## config.mk

```make
export PLATFORM = sky130hd
export DESIGN_NAME = prince_dec_top
export DESIGN_NICKNAME = d
export VERILOG_FILES = /design/src/rtl/prince_pkg.sv /design/src/rtl/prince_round_dp.sv /design/src/rtl/prince_dec_top.sv
export SDC_FILE = /design/constraint.sdc
export NUM_CORES = 1
export LEC_CHECK = 0
export CAP_MARGIN = 0
export CORE_MARGIN = 4
export CORE_UTILIZATION = 55
export DETAILED_ROUTE_END_ITERATION = 8
export HOLD_SLACK_MARGIN = 0.05
export PLACE_DENSITY = 0.77
export SLEW_MARGIN = 20
export SYNTH_ARGS = -nofsm -noshare
export SYNTH_HDL_FRONTEND = slang
export SYNTH_HIERARCHICAL = 1
export SYNTH_SLANG_ARGS = --single-unit
export TNS_END_PERCENT = 20
```

## constraint.sdc

```tcl
create_clock -name clk -period 9.87 [get_ports clk]
set_clock_uncertainty 0.2 [all_clocks]
set_input_delay 0.987 -clock clk [delete_from_list [all_inputs] [get_ports clk]]
set_output_delay 0.987 -clock clk [all_outputs]
set_load 0.01 [all_outputs]
```

## src/rtl/prince_pkg.sv

```systemverilog
// Shared PRINCE primitives: round constants, S-box layers, M'/SR linear layers, FSM state type.
`default_nettype none

package prince_pkg;

  localparam logic [63:0] PRINCE_ALPHA = 64'hC0AC29B7C97C50DD;

  // Nibble x of the table sits at bits [4x+3:4x]
  localparam logic [63:0] SBOX_TBL     = 64'h4D5E087619CA23FB;
  localparam logic [63:0] SBOX_INV_TBL = 64'h1CE5046A98DF237B;

  typedef enum logic [1:0] {
    ST_IDLE = 2'd0,
    ST_RUN  = 2'd1,
    ST_DONE = 2'd2
  } state_t;

  function automatic logic [63:0] rc(input logic [3:0] idx);
    logic [63:0] r;
    case (idx)
      4'd0:    r = 64'h0000000000000000;
      4'd1:    r = 64'h13198a2e03707344;
      4'd2:    r = 64'ha4093822299f31d0;
      4'd3:    r = 64'h082efa98ec4e6c89;
      4'd4:    r = 64'h452821e638d01377;
      4'd5:    r = 64'hbe5466cf34e90c6c;
      4'd6:    r = 64'h7ef84f78fd955cb1;
      4'd7:    r = 64'h85840851f1ac43aa;
      4'd8:    r = 64'hc882d32f25323c54;
      4'd9:    r = 64'h64a51195e0e3610d;
      4'd10:   r = 64'hd3b5a399ca0c2399;
      4'd11:   r = 64'hc0ac29b7c97c50dd;
      default: r = 64'h0000000000000000;
    endcase
    return r;
  endfunction

  function automatic logic [63:0] s_layer(input logic [63:0] x, input logic inv);
    logic [63:0] tbl;
    logic [63:0] y;
    tbl = inv ? SBOX_INV_TBL : SBOX_TBL;
    y   = '0;
    for (int i = 0; i < 16; i++) begin
      y[4*i +: 4] = tbl[{x[4*i +: 4], 2'b00} +: 4];
    end
    return y;
  endfunction

  // 16-bit block of M'; nibbles and bits numbered from the MSB. Output bit b of
  // nibble j is the XOR of bit b of every input nibble except one.
  function automatic logic [15:0] m_hat(input logic [15:0] x, input logic sel);
    logic [15:0] y;
    y = '0;
    for (int j = 0; j < 4; j++) begin
      for (int b = 0; b < 4; b++) begin
        for (int i = 0; i < 4; i++) begin
          if (i != ((b - j - int'(sel)) & 3)) begin
            y[15-(4*j+b)] = y[15-(4*j+b)] ^ x[15-(4*i+b)];
          end
        end
      end
    end
    return y;
  endfunction

  function automatic logic [63:0] m_prime(input logic [63:0] x);
    return {m_hat(x[63:48], 1'b0), m_hat(x[47:32], 1'b1),
            m_hat(x[31:16], 1'b1), m_hat(x[15:0], 1'b0)};
  endfunction

  function automatic logic [63:0] shift_rows(input logic [63:0] x, input logic inv);
    logic [63:0] y;
    int src;
    y = '0;
    for (int k = 0; k < 16; k++) begin
      src = inv ? ((k - 4*(k % 4)) & 15) : ((k + 4*(k % 4)) & 15);
      y[63-4*k -: 4] = x[63-4*src -: 4];
    end
    return y;
  endfunction

endpackage

`default_nettype wire

```

## src/rtl/prince_round_dp.sv

```systemverilog
// Combinational PRINCE round: forward (rnd 1..5), middle (rnd 6), inverse (rnd 7..11).
`default_nettype none

module prince_round_dp
  import prince_pkg::*;
(
  input  logic [63:0] s,
  input  logic [63:0] kd,
  input  logic [3:0]  rnd,
  output logic [63:0] s_next
);

  logic [63:0] sb;
  logic [63:0] mp;
  logic [63:0] fwd;
  logic [63:0] mid;
  logic [63:0] inv;

  always_comb begin
    sb  = s_layer(s, 1'b0);
    mp  = m_prime(sb);
    fwd = shift_rows(mp, 1'b0) ^ rc(rnd) ^ kd;
    mid = s_layer(mp, 1'b1);
    // M^-1 = M' after SR^-1, since M = SR after M'
    inv = s_layer(m_prime(shift_rows(s ^ kd ^ rc(rnd - 4'd1), 1'b1)), 1'b1);
    if (rnd <= 4'd5) begin
      s_next = fwd;
    end else if (rnd == 4'd6) begin
      s_next = mid;
    end else begin
      s_next = inv;
    end
  end

endmodule

`default_nettype wire

```

## src/rtl/prince_dec_top.sv

```systemverilog
// Round-iterative PRINCE decryption via alpha-reflection; one round per clock.
// PRINCE_DEC_ENC_MODE_EN adds a 'mode' input (1 = encrypt, 0 = decrypt).
`default_nettype none

module prince_dec_top
  import prince_pkg::*;
#(
  parameter logic [63:0] ALPHA = PRINCE_ALPHA
) (
  input  logic         clk,
  input  logic         rst,
  input  logic         in_valid,
  output logic         in_ready,
  input  logic [63:0]  ciphertext,
  input  logic [127:0] key,
`ifdef PRINCE_DEC_ENC_MODE_EN
  input  logic         mode,
`endif
  output logic         out_valid,
  input  logic         out_ready,
  output logic [63:0]  plaintext,
  output logic         busy
);

  state_t      state, state_nxt;
  logic [63:0] s;
  logic [63:0] kd;
  logic [63:0] k_out;
  logic [3:0]  rnd;
  logic [63:0] k0, k1, k0p;
  logic [63:0] k_in_nxt, k_out_nxt, kd_nxt;
  logic [63:0] s_round;
  logic        accept;
  logic        last;

  assign k0  = key[127:64];
  assign k1  = key[63:0];
  assign k0p = {k0[0], k0[63:1]} ^ {63'b0, k0[63]};

`ifdef PRINCE_DEC_ENC_MODE_EN
  assign k_in_nxt  = mode ? k0  : k0p;
  assign k_out_nxt = mode ? k0p : k0;
  assign kd_nxt    = mode ? k1  : (k1 ^ ALPHA);
`else
  assign k_in_nxt  = k0p;
  assign k_out_nxt = k0;
  assign kd_nxt    = k1 ^ ALPHA;
`endif

  assign accept = (state == ST_IDLE) && in_valid;
  assign last   = (state == ST_RUN) && (rnd == 4'd11);

  prince_round_dp u_round (
    .s      (s),
    .kd     (kd),
    .rnd    (rnd),
    .s_next (s_round)
  );

  always_ff @(posedge clk or posedge rst) begin
    if (rst) begin
      state <= ST_IDLE;
    end else begin
      state <= state_nxt;
    end
  end

  always_comb begin
    state_nxt = state;
    in_ready  = 1'b0;
    out_valid = 1'b0;
    busy      = 1'b0;
    case (state)
      ST_IDLE: begin
        in_ready = 1'b1;
        if (in_valid) state_nxt = ST_RUN;
      end
      ST_RUN: begin
        busy = 1'b1;
        if (rnd == 4'd11) state_nxt = ST_DONE;
      end
      ST_DONE: begin
        busy      = 1'b1;
        out_valid = 1'b1;
        if (out_ready) state_nxt = ST_IDLE;
      end
      default: state_nxt = ST_IDLE;
    endcase
  end

  always_ff @(posedge clk or posedge rst) begin
    if (rst) begin
      s         <= '0;
      rnd       <= '0;
      kd        <= '0;
      k_out     <= '0;
      plaintext <= '0;
    end else if (accept) begin
      s     <= ciphertext ^ k_in_nxt ^ kd_nxt ^ rc(4'd0);
      rnd   <= 4'd1;
      kd    <= kd_nxt;
      k_out <= k_out_nxt;
    end else if (state == ST_RUN) begin
      s   <= s_round;
      rnd <= rnd + 4'd1;
      if (last) plaintext <= s_round ^ rc(4'd11) ^ kd ^ k_out;
    end
  end

endmodule

`default_nettype wire

```

==> reports/metrics.cfg <==
[place]
io_buffers=262
gp_congestion=0.982
dp_hpwl_mm=63.6
dp_slack_ns=3.64

[setup_path]
crit_buf_inv=5
cp.arrival_ns=6.64
crit_type=reg -> reg
startpoint=rnd[2]$_DFFE_PP0P_
critPathRequiredTime_ns=10.12
cp_slowest_cell=xnor3_1
r2r_start=rnd[2]$_DFFE_PP0P_
cp-end-kind=flop
worst_setup_path_start_kind=flop
path_max_fanout=26
cp_num_cells=20
reg2reg_depth=20
crit_family=XOR/XNOR gates
crit_path_max_incr_delay_ns=0.52
crit_chain=buf_4, clkinv_1, ha_1, a21boi_4, xnor2_4, buf_4, mux2_4, xnor2_2, xnor3_1, and3_1, a211oi_4, inv_1, ha_1, inv_1, a31oi_1, a311oi_1, a21oi_1, xor2_1, xnor2_1, mux2_4

[routing]
drt-wirelength-per-cell_um=23.0
drc=0
num_vias=20600
first_iter_violations=1813
routedLengthMet1_mm=35.3
firstDrtPassIters=6
top_layer_used=met5
dr_wl_met3_mm=5.47
final_antenna_net_count=0
avgViaCountPerCell=5.85
wl_mm=80.7
wl_met2_mm=37.2

[min_path]
min_from=k_out[35]$_DFFE_PP0P_
hold_class=reg -> reg
hold_path_depth=2

[synthesis]
yosys_warnings=6
yosys-top-cells-count=xnor2_1, nand2_1, dfrtp_1, xor2_1, a21oi_1
synth_largest_area_cell=dfrtp_1
synth_area_um2=24800
synth_enable_flop_cells=0
synth_most_common_cell=xnor2_1
ys_types=94
synth.ff_latch_count=262
synth-async-reset-ratio_pct=100
yosysTopAreaCellShare_pct=26.5
synth_flop_cell=dfrtp_1
syn_nets=3018
synth.avg_cell_area_um2=9.16
synthCells=2706
yosys-top-cells-area=dfrtp_1, xnor2_1, nand2_1
yosysSeqAreaShare_pct=26.5

[layout]
area_delta_synth_final_pct=15.7
multiInputGateArea_um2=17300
layout-drive-gt1-share_pct=7.64
fillers=3588
final_util_pct=64.5
regArea_um2=6560
fin_nets=3210

[sta]
rsz0062_at_grt=false
min_period_ns=6.39
hold_viol=0
slew-limit-headroom_pct=18.3
slew_violations=0
finalWorstSetupSlack_ns=3.48
setup_viol=0
tns_ns=0
max_freq_ghz=0.157
finalCritPeriodShare_pct=64.7
worst_pin_slew_ns=1.22
whs_ns=0.296

[clock_network]
cts.reportedPaths.clkPinSlew_ns=0.06
cts_tree=built
cts_post_setup_buffers_inserted=0
cts_made_buffers=29
cts-root-buf=clkbuf_16
cts_buffer_depth=3
clk_latency_ns=0.59
ctsResizeCount=0
clock-sinks=262
holdBufCountCts=0
htreeDepth=1

[global_routing]
first_global_vias=20100
antenna_found_initial=1
grt_overflow=0
grtUsageTotal_pct=32.4
grt_pass1_wl_mm=121
grt_max_degree=136

[floorplan]
dieArea_um2=48500
io_pins=263
core_region_area_um2=44400
dieHeight_um=220
die_w_um=220
num_rows=77
initial_core_util_pct=55.8

[status]
status=finished clean

[flow_run]
drv_cap=0

## flip-flops by register name, indices dropped and copies added (netlist names)
| signal | flops |
|---|---|
| rnd | 4 |
| state | 2 |
| plaintext | 64 |
| s | 64 |
| kd | 64 |
| k_out | 64 |
## cells in the final DEF (no fill, tap or decap), types with 15 or more instances in the layout
master / count
xnor3_1: 34
nor2_1: 108
inv_1: 106
clkdlybuf4s50_1: 262
o21ai_0: 113
ha_1: 115
nand2_1: 412
clkbuf_16: 29
buf_4: 22
dfrtp_1: 262
mux2i_1: 61
nand2b_1: 17
mux2_4: 63
a211oi_1: 79
and2_1: 15
a21oi_1: 132
nand3b_1: 18
nor3_1: 31
xnor2_1: 484
nor2b_1: 75
xor2_1: 169
mux4_2: 18
a31oi_1: 19
## logic make-up after synthesis
| group | count (synthesis) | synth area share [%] |
|---|---|---|
| AOI/OAI and AO/OA | 490 | 12.9 |
| xor gates and xnor gates | 706 | 27.9 |
| adders and majority gates | 116 | 5.86 |
| buffers and inverters | 233 | 3.98 |
| DFF | 262 | 26.5 |
| muxes | 172 | 9.76 |
| and+or+nand+nor | 727 | 13.1 |
## cell type report
class / instances / share of cell area (%)
diodes: 1 / 0.00873
clock buffers: 41 / 2.83
clock inverters: 11 / 0.223
inverters: 110 / 1.47
multi-input cells: 2211 / 60.3
flip-flops and latches: 262 / 22.9
well taps: 592 / 2.58
repair buffers: 284 / 9.73
## worst paths after layout
check / slack, ns / to
worst max register to register: 3.48 / plaintext[63]$_DFFE_PP0P_
worst max-delay path: 3.48 / plaintext[63]$_DFFE_PP0P_
worst min register to register: 0.30 / k_out[35]$_DFFE_PP0P_
worst min-delay path: 0.30 / k_out[35]$_DFFE_PP0P_
min in group asynchronous: 0.81 / k_out[43]$_DFFE_PP0P_
max in group asynchronous: 7.08 / plaintext[25]$_DFFE_PP0P_
## worst register-to-register path, cell delays in order, from the launching register on
cell and delay [ns]:
dfrtp_1 0.33, buf_4 0.30, clkinv_1 0.52, ha_1 0.50, a21boi_4 0.47, xnor2_4 0.31, buf_4 0.39, mux2_4 0.37
xnor2_2 0.28, xnor3_1 0.52, and3_1 0.24, a211oi_4 0.33, inv_1 0.08, ha_1 0.32, inv_1 0.07, a31oi_1 0.06
a311oi_1 0.25, a21oi_1 0.11, xor2_1 0.21, xnor2_1 0.13, mux2_4 0.26
## per-stage QoR
stage	std cells	cell area [um^2]
2_1_floorplan	2706	24800
3_3_place_gp	3459	27800
3_5_place_dp	3459	27800
4_1_cts	3511	28700
5_1_grt	3511	28700
6_report	3512	28700
## per-layer routing
metal | vias up | track usage [%]
li1 | 9519 | -
met1 | 10100 | 45.2
met2 | 761 | 52.7
met3 | 141 | 4.83
met4 | 2 | 9.27
met5 | - | 0
Power is left out: the tool's default activity adds up to more than one toggle a clock period on the data nets, which glitch-free logic cannot reach.
